[src/rtl/s4ga_pkg.sv]
// Shared s4ga constants, FSM states and the packed per-LUT configuration layout.
package s4ga_pkg;

    localparam int S4GA_N    = 64;
    localparam int S4GA_K    = 5;
    localparam int S4GA_SI_W = 4;

    function automatic int ceil_div(input int a, input int b);
        return (a + b - 1) / b;
    endfunction

    localparam int N_W       = $clog2(S4GA_N);
    localparam int MASK_W    = 2 ** S4GA_K;
    localparam int IDX_SEGS  = (N_W + S4GA_SI_W - 1) / S4GA_SI_W;
    localparam int MASK_SEGS = (MASK_W + S4GA_SI_W - 1) / S4GA_SI_W;
    localparam int LUT_SEGS  = S4GA_K * IDX_SEGS + MASK_SEGS;

    typedef enum logic [1:0] {
        ST_IDLE,
        ST_CLEAR,
        ST_STREAM
    } cfg_state_t;

    // idx[0] occupies the most significant bits, mask the least significant.
    typedef struct packed {
        logic [0:S4GA_K-1][N_W-1:0] idx;
        logic [MASK_W-1:0]          mask;
    } lut_cfg_t;

endpackage

[src/rtl/s4ga_seg_ser.sv]
// Field serializer: holds one left-aligned, zero-padded field and presents it
// SI_W bits at a time, MSB segment first.
module s4ga_seg_ser
    import s4ga_pkg::*;
#(
    parameter int SI_W  = 4,
    parameter int SEGS  = 8,
    parameter int CNT_W = $clog2(SEGS + 1)
) (
    input  logic                 clk,
    input  logic                 rst,
    input  logic                 clr,
    input  logic                 load,
    input  logic [SEGS*SI_W-1:0] ld_data,
    input  logic [CNT_W-1:0]     ld_segs,
    input  logic                 shift,
    output logic [SI_W-1:0]      seg,
    output logic                 last,
    output logic                 penult
);

    logic [SEGS*SI_W-1:0] sr_q, sr_d;
    logic [CNT_W-1:0]     cnt_q, cnt_d;

    // Shift register and remaining-segment count.
    always_ff @(posedge clk) begin
        if (rst) begin
            sr_q  <= '0;
            cnt_q <= '0;
        end else begin
            sr_q  <= sr_d;
            cnt_q <= cnt_d;
        end
    end

    // Clear beats load beats shift; cnt_q counts segments left after the current one.
    always_comb begin
        sr_d  = sr_q;
        cnt_d = cnt_q;
        if (clr) begin
            sr_d  = '0;
            cnt_d = '0;
        end else if (load) begin
            sr_d  = ld_data;
            cnt_d = ld_segs - CNT_W'(1);
        end else if (shift) begin
            sr_d = sr_q << SI_W;
            if (cnt_q != '0) cnt_d = cnt_q - CNT_W'(1);
        end
    end

    assign seg    = sr_q[SEGS*SI_W-1 -: SI_W];
    assign last   = (cnt_q == '0);
    assign penult = (cnt_q == CNT_W'(1));

endmodule

[src/rtl/s4ga_cfg_streamer.sv]
// Streams the LUT configuration table into the s4ga fabric: a fabric reset of
// N cycles, then one SI_W-bit segment per cycle for LUT 0..N-1, repeating
// while run is held. Passes always complete so the fabric LUT counter ends at 0.
module s4ga_cfg_streamer
    import s4ga_pkg::*;
#(
    parameter int N    = S4GA_N,
    parameter int K    = S4GA_K,
    parameter int SI_W = S4GA_SI_W
) (
    input  logic                          clk,
    input  logic                          rst,
    input  logic                          run,
    input  logic                          cfg_we,
    input  logic [$clog2(N)-1:0]          cfg_addr,
    input  logic [K*$clog2(N)+2**K-1:0]   cfg_wdata,
    output logic [SI_W-1:0]               so_si,
    output logic                          so_rst,
    output logic                          busy,
    output logic [$clog2(N)-1:0]          lut_n,
    output logic                          pass_done
);

    localparam int NW    = $clog2(N);
    localparam int MW    = 2 ** K;
    localparam int CW    = K * NW + MW;
    localparam int ISEGS = ceil_div(NW, SI_W);
    localparam int MSEGS = ceil_div(MW, SI_W);
    localparam int PSEGS = (ISEGS > MSEGS) ? ISEGS : MSEGS;
    localparam int PAD_W = PSEGS * SI_W;
    localparam int SCW   = $clog2(PSEGS + 1);
    localparam int FW    = $clog2(K + 1);

    // Field f<K is idx[f]; f==K is the mask. Result is zero-extended to a whole
    // number of segments and left-aligned in the serializer width.
    function automatic logic [PAD_W-1:0] field_bits(input logic [CW-1:0] w,
                                                    input logic [FW-1:0] f);
        logic [PAD_W-1:0] r;
        if (f == FW'(K)) r = PAD_W'(w[MW-1:0]) << (PAD_W - MSEGS * SI_W);
        else             r = PAD_W'(w[MW + (K - 1 - int'(f)) * NW +: NW]) << (PAD_W - ISEGS * SI_W);
        return r;
    endfunction

    logic [CW-1:0] cfg_tbl [N];

    cfg_state_t    state_q, state_d;
    logic [NW-1:0] clr_cnt_q, clr_cnt_d;
    logic [NW-1:0] lut_q, lut_d;
    logic [FW-1:0] fld_q, fld_d;
    logic [CW-1:0] hold_q, hold_d;
    logic          so_rst_q, so_rst_d;
    logic          busy_q, busy_d;
    logic          pass_done_q, pass_done_d;

    logic             ser_clr, ser_load, ser_shift;
    logic             ser_last, ser_penult;
    logic [SI_W-1:0]  ser_seg;
    logic [CW-1:0]    ld_src;
    logic [PAD_W-1:0] ld_data;
    logic [SCW-1:0]   ld_segs;

    // Write-only config table; not reset, writable in every state.
    always_ff @(posedge clk) begin
        if (cfg_we) cfg_tbl[cfg_addr] <= cfg_wdata;
    end

    // Control and output registers.
    always_ff @(posedge clk) begin
        if (rst) begin
            state_q     <= ST_IDLE;
            clr_cnt_q   <= '0;
            lut_q       <= '0;
            fld_q       <= '0;
            hold_q      <= '0;
            so_rst_q    <= 1'b1;
            busy_q      <= 1'b0;
            pass_done_q <= 1'b0;
        end else begin
            state_q     <= state_d;
            clr_cnt_q   <= clr_cnt_d;
            lut_q       <= lut_d;
            fld_q       <= fld_d;
            hold_q      <= hold_d;
            so_rst_q    <= so_rst_d;
            busy_q      <= busy_d;
            pass_done_q <= pass_done_d;
        end
    end

    // Next state; the segment shown next cycle is loaded/shifted into the serializer now.
    // A LUT's entry is snapshotted into hold_q on its first segment so later
    // table writes cannot tear it.
    always_comb begin
        state_d     = state_q;
        clr_cnt_d   = clr_cnt_q;
        lut_d       = lut_q;
        fld_d       = fld_q;
        hold_d      = hold_q;
        so_rst_d    = so_rst_q;
        busy_d      = busy_q;
        pass_done_d = 1'b0;
        ser_clr     = 1'b0;
        ser_load    = 1'b0;
        ser_shift   = 1'b0;
        ld_src      = hold_q;
        unique case (state_q)
            ST_IDLE: begin
                so_rst_d = 1'b1;
                busy_d   = 1'b0;
                ser_clr  = 1'b1;
                lut_d    = '0;
                fld_d    = '0;
                if (run) begin
                    state_d   = ST_CLEAR;
                    clr_cnt_d = '0;
                    busy_d    = 1'b1;
                end
            end
            ST_CLEAR: begin
                if (clr_cnt_q == NW'(N - 1)) begin
                    state_d  = ST_STREAM;
                    so_rst_d = 1'b0;
                    lut_d    = '0;
                    fld_d    = '0;
                    hold_d   = cfg_tbl[0];
                    ld_src   = cfg_tbl[0];
                    ser_load = 1'b1;
                end else begin
                    clr_cnt_d = clr_cnt_q + NW'(1);
                end
            end
            ST_STREAM: begin
                if (!ser_last) begin
                    ser_shift = 1'b1;
                    if (lut_q == NW'(N - 1) && fld_q == FW'(K) && ser_penult) pass_done_d = 1'b1;
                end else if (fld_q != FW'(K)) begin
                    fld_d    = fld_q + FW'(1);
                    ser_load = 1'b1;
                    if (fld_d == FW'(K) && lut_q == NW'(N - 1) && MSEGS == 1) pass_done_d = 1'b1;
                end else if (lut_q != NW'(N - 1)) begin
                    lut_d    = lut_q + NW'(1);
                    fld_d    = '0;
                    hold_d   = cfg_tbl[lut_d];
                    ld_src   = cfg_tbl[lut_d];
                    ser_load = 1'b1;
                end else if (run) begin
                    lut_d    = '0;
                    fld_d    = '0;
                    hold_d   = cfg_tbl[0];
                    ld_src   = cfg_tbl[0];
                    ser_load = 1'b1;
                end else begin
                    state_d  = ST_IDLE;
                    so_rst_d = 1'b1;
                    busy_d   = 1'b0;
                    ser_clr  = 1'b1;
                    lut_d    = '0;
                    fld_d    = '0;
                end
            end
            default: begin
                state_d  = ST_IDLE;
                so_rst_d = 1'b1;
                busy_d   = 1'b0;
                ser_clr  = 1'b1;
            end
        endcase
        ld_data = field_bits(ld_src, fld_d);
        ld_segs = (fld_d == FW'(K)) ? SCW'(MSEGS) : SCW'(ISEGS);
    end

    s4ga_seg_ser #(
        .SI_W  (SI_W),
        .SEGS  (PSEGS),
        .CNT_W (SCW)
    ) u_ser (
        .clk     (clk),
        .rst     (rst),
        .clr     (ser_clr),
        .load    (ser_load),
        .ld_data (ld_data),
        .ld_segs (ld_segs),
        .shift   (ser_shift),
        .seg     (ser_seg),
        .last    (ser_last),
        .penult  (ser_penult)
    );

    assign so_si     = ser_seg;
    assign so_rst    = so_rst_q;
    assign busy      = busy_q;
    assign lut_n     = lut_q;
    assign pass_done = pass_done_q;

endmodule
[config.mk]
export PLATFORM = sky130hd
export DESIGN_NAME = s4ga_cfg_streamer
export DESIGN_NICKNAME = d
export VERILOG_FILES = /design/src/rtl/s4ga_pkg.sv /design/src/rtl/s4ga_seg_ser.sv /design/src/rtl/s4ga_cfg_streamer.sv
export SDC_FILE = /design/constraint.sdc
export NUM_CORES = 2
export LEC_CHECK = 0
export ABC_AREA = 0
export CAP_MARGIN = 0
export CORE_ASPECT_RATIO = 0.5
export CORE_MARGIN = 8
export CORE_UTILIZATION = 40
export DETAILED_ROUTE_END_ITERATION = 7
export GPL_TIMING_DRIVEN = 0
export SLEW_MARGIN = 30
export SYNTH_ARGS = -nofsm -noshare
export SYNTH_HDL_FRONTEND = slang
export SYNTH_SLANG_ARGS = --single-unit
[constraint.sdc]
create_clock -name clk -period 8.2 [get_ports clk]
set_input_delay 1.64 -clock clk [delete_from_list [all_inputs] [get_ports clk]]
set_output_delay 1.64 -clock clk [all_outputs]
set_load 0.01 [all_outputs]
==> results.txt <==
The run finished, with violations left. The checks that failed: design-rule violations. Top achievable clock speed: 124.1 MHz. Net switching is 24.81% of the power. The maximum vdd ir drop is 184.5 uV, and the transition time at the pin with the least slew margin is 1.363 ns. After clock tree synthesis, the setup repair step added 0 buffers. The first global-routing pass estimated 1007000 um of wire. TritonCTS built the clock tree. Area overhead of the layout relative to synthesis: 21.61%. The height of the chip is 466.5 um, and the data arrival time at the worst-slack endpoint is 8.97 ns. The run gives 51.2% as the proportion of power drawn by flip-flops and latches. After layout, the minimum clock period comes to 8.059 ns. After detailed routing, the number of remaining DRC violations is 7. The number of clock buffers added by TritonCTS is 374.

The run gives 9443 as the net count of the finished layout. Among all flip-flop cells after synthesis, the most frequent one is sky130_fd_sc_hd__edfxtp_1. The share of synthesized flip-flops with an asynchronous set or reset is 0%. Detailed routing inserted a total of 107325 vias. Counting the fill cells in the layout gives 32493. The net count after synthesis is 8372. The minimum setup slack in the final design is 0.1412 ns. STA puts the critical path data required time at 9.11 ns. Cells with a size suffix above 1 make up 29.22% of the layout. For this design the total switching power over the nets is 11.17 mW. The number of clock sinks is 4086, and the count of unique library cells instantiated by Yosys is 96.

A synthesized cell averages 19.60 um^2. Of the available clock period, the critical path in the final layout requires 98.28%. In this run, synthesis inferred 3968 flip-flops with an integrated enable. The logic depth of the worst register-to-register path came out at 23. The H-tree was split into 5 levels. Measured against its own limit, the worst slew margin works out to 8.407%.

Setup violations remaining at the end of the flow were counted as 0. The initial antenna violation count is 123. The worst hold path was traced through 2 stages.

For the max-slew violation count, the log shows 0. The die width is 917.0 um. The share of total power dissipated in combinational logic is 8.6%. The initial core utilization was 40.18%; the wire length per cell after detailed routing was 52.68 um. The critical path start-end classification was flop to flop.

The congestion estimate from routability-driven global placement came to 1.050. The leakage power total was 61.37 nW. The kind of end point of the critical path was a flop. Leaving out fill and tap cells, the most frequent cells in the layout are 3968 x sky130_fd_sc_hd__edfxtp_1, 968 x sky130_fd_sc_hd__mux4_2, 801 x sky130_fd_sc_hd__nand2_1, 407 x sky130_fd_sc_hd__buf_16, 380 x sky130_fd_sc_hd__clkbuf_16.

In this run, synthesis produced a sequential element count of 4086. Entering global routing, the biggest net connects 65 pins. The tools report the maximum clock path buffer count as 4. The final wirelength was 802200 um.

The clock-pin slew on the worst setup and hold paths was 0.08 ns; the detailed-router iteration count before antenna repair was 8. The gate count after technology mapping was 8283; the maximum fanout along the worst path was 10. The clock tree root buffer cell was sky130_fd_sc_hd__clkbuf_16.

For the placeable core region, the log shows 0.4040 mm^2. The placement row count is 165, and the number of warnings issued by yosys is 0. Summing all non-filler instances in the final layout gives an area of 0.1974 mm^2.

The count of maximum capacitance violations was 0; the share of total power in the clock network was 40.2%. The worst setup path is launched from a flop. In this run the count of I/O pins placed on the die edge is 85.

After synthesis the cells add up to 0.1623 mm^2. The run gives -1.308 ns as the worst slack at placement. Leaving out fill and tap cells, the most frequent cell in the layout is sky130_fd_sc_hd__edfxtp_1.

Internal power comes to 33.86 mW. In the routed layout, each cell is associated on average with a via count of 7.049. The tightest min-delay check is of the flop to flop type. The final count of hold timing violations is 0, and the post-route clock skew is 0.07496 ns.

Number of violations reported at the end of detailed-routing iteration 0: 23682. The insertion delay to the later sink of the worst-skew pair came out at 1.02 ns. The floorplan step defined a die boundary enclosing 0.4277 mm^2. The detail route stage leaves a number of antenna-violating nets equal to 0. During placement, the flow inserted port buffers numbering 79. Global routing consumed, over all layers together, 36.51% of the routing resources. In this run the power density over the cells is 228.1 mW/mm^2.

The logs give 0.1849 mm^2 for the placed cell area and 74.85% for the portion of the post-synthesis area used by sequential elements. The run gives 94877 as the via count of the first global-routing pass. The tools report the final global-route overflow total as 0.

Half-perimeter wire length after detailed placement: 588100 um. Setup repair after global routing left no endpoint under its margin.
flip-flops by register name, indices dropped and copies added (netlist names), named ones only:
name and count:
clr_cnt_q 6, hold_q 61, cfg_tbl 3968, state_q 2
so_rst 1, pass_done 1, u_ser.cnt_q 4, busy 1
lut_n 6, u_ser.sr_q 32, fld_q 3
power groups by stage:
stage / Clock (mW) / Sequential (mW) / Combinational, mW
global placement: 0 / 23.6 / 3.46
floorplan: 0 / 23.5 / 1.61
CTS: 17.9 / 23.1 / 3.68
finish: 18.1 / 23.1 / 3.87
global route: 18.7 / 23.1 / 3.81
detailed placement: 0 / 23.5 / 3.67
cells by family after synthesis:
group / after synthesis / share of synthesized area (%)
fa+ha+maj: 17 / 0.1356
buf+inv: 525 / 1.939
mux: 1196 / 14.86
xor+xnor: 20 / 0.1287
flops: 4086 / 74.85
compound gates: 863 / 3.821
simple gates: 1576 / 4.261
per-stage QoR:
step                      hold slack (ns)  cells  utilization [%]  setup TNS (ns)  power [mW]
final                              0.4792  15226            48.87               0       45.04
after global routing               0.5039  15101            48.79               0       45.57
after CTS                          0.4804  15091            48.77               0       44.68
after detailed placement           0.4692  14402            45.75          -6.925       27.20
after global placement             0.4627  13789            42.06               -       27.09
after floorplan                    0.4489   8283                -               0       25.13
layout make-up:
class,instances,area [um^2],share of cell area (%)
Inverter,25,95.09,0.04817
Buffer,500,3174,1.608
Clock inverter,225,2277,1.153
Antenna cell,132,330.3,0.1673
Tap cell,5427,6790,3.439
Sequential cell,4086,121500,61.55
Multi-Input combinational cell,3672,38710,19.61
Clock buffer,464,9858,4.993
Timing Repair Buffer,695,14680,7.436
metal layers:
layer  wire length (um)  vias up  track usage, %
met5                746        -               0
met3             131500     2765           17.43
li1                   -    36630               -
met2             328300    11561           50.96
met1             279300    56337           45.79
met4              62270       32           22.30
critical path, stage by stage (launching register included):
cell	delay (ns)
sky130_fd_sc_hd__dfxtp_1	0.39
sky130_fd_sc_hd__ha_1	0.30
sky130_fd_sc_hd__and4_1	0.21
sky130_fd_sc_hd__buf_2	0.44
sky130_fd_sc_hd__a21oi_2	0.31
sky130_fd_sc_hd__a211oi_4	0.46
sky130_fd_sc_hd__buf_2	0.42
sky130_fd_sc_hd__buf_2	0.43
sky130_fd_sc_hd__clkbuf_4	0.40
sky130_fd_sc_hd__ha_1	0.39
sky130_fd_sc_hd__ha_1	0.34
sky130_fd_sc_hd__ha_1	0.21
sky130_fd_sc_hd__fa_1	0.47
sky130_fd_sc_hd__xnor2_2	0.30
sky130_fd_sc_hd__clkinv_2	0.31
sky130_fd_sc_hd__ha_1	0.36
sky130_fd_sc_hd__xnor2_1	0.27
sky130_fd_sc_hd__and2_1	0.20
sky130_fd_sc_hd__clkbuf_2	0.32
sky130_fd_sc_hd__nand2_1	0.29
sky130_fd_sc_hd__o21ai_0	0.24
sky130_fd_sc_hd__a32oi_1	0.13
sky130_fd_sc_hd__or4b_1	0.61
sky130_fd_sc_hd__o211ai_1	0.16
cells in the mapped netlist (25+ instances only):
cell type / instances / share of area, %
sky130_fd_sc_hd__nor2b_1: 31 / 0.12
sky130_fd_sc_hd__mux4_2: 968 / 13
sky130_fd_sc_hd__buf_6: 63 / 0.44
sky130_fd_sc_hd__a21oi_1: 173 / 0.53
sky130_fd_sc_hd__dfxtp_1: 118 / 1.5
sky130_fd_sc_hd__and3_1: 35 / 0.13
sky130_fd_sc_hd__buf_4: 125 / 0.58
sky130_fd_sc_hd__nor3_1: 66 / 0.20
sky130_fd_sc_hd__buf_1: 25 / 0.058
sky130_fd_sc_hd__buf_2: 158 / 0.49
sky130_fd_sc_hd__edfxtp_1: 3968 / 73
sky130_fd_sc_hd__mux2i_1: 205 / 1.3
sky130_fd_sc_hd__clkbuf_1: 125 / 0.29
sky130_fd_sc_hd__o22ai_1: 37 / 0.14
sky130_fd_sc_hd__nand4_1: 50 / 0.19
sky130_fd_sc_hd__a31oi_1: 83 / 0.32
sky130_fd_sc_hd__a22oi_1: 33 / 0.15
sky130_fd_sc_hd__nor2_1: 282 / 0.65
sky130_fd_sc_hd__o21ai_0: 93 / 0.29
sky130_fd_sc_hd__a32oi_1: 71 / 0.38
sky130_fd_sc_hd__nand2_1: 806 / 1.9
sky130_fd_sc_hd__nand3_1: 195 / 0.60
sky130_fd_sc_hd__o211ai_1: 34 / 0.16
repair_timing:
action / 4_1_cts / 5_1_grt
hold buffers: 0 / 0
gates resized for setup: 12 / 5
endpoints found under the setup margin: 6 / 5
cloned: 0 / 0
final timing paths:
| kind | startpoint | to | slack (ns) |
|---|---|---|---|
| worst max register to register | clr_cnt_q[0] | u_ser.sr_q[28] | 0.14 |
| worst min register to register | clr_cnt_q[1] | clr_cnt_q[1] | 0.48 |
| worst max-delay path | clr_cnt_q[0] | u_ser.sr_q[28] | 0.14 |
| worst min-delay path | clr_cnt_q[1] | clr_cnt_q[1] | 0.48 |
No activity file was read; power rests on OpenSTA's default activity.
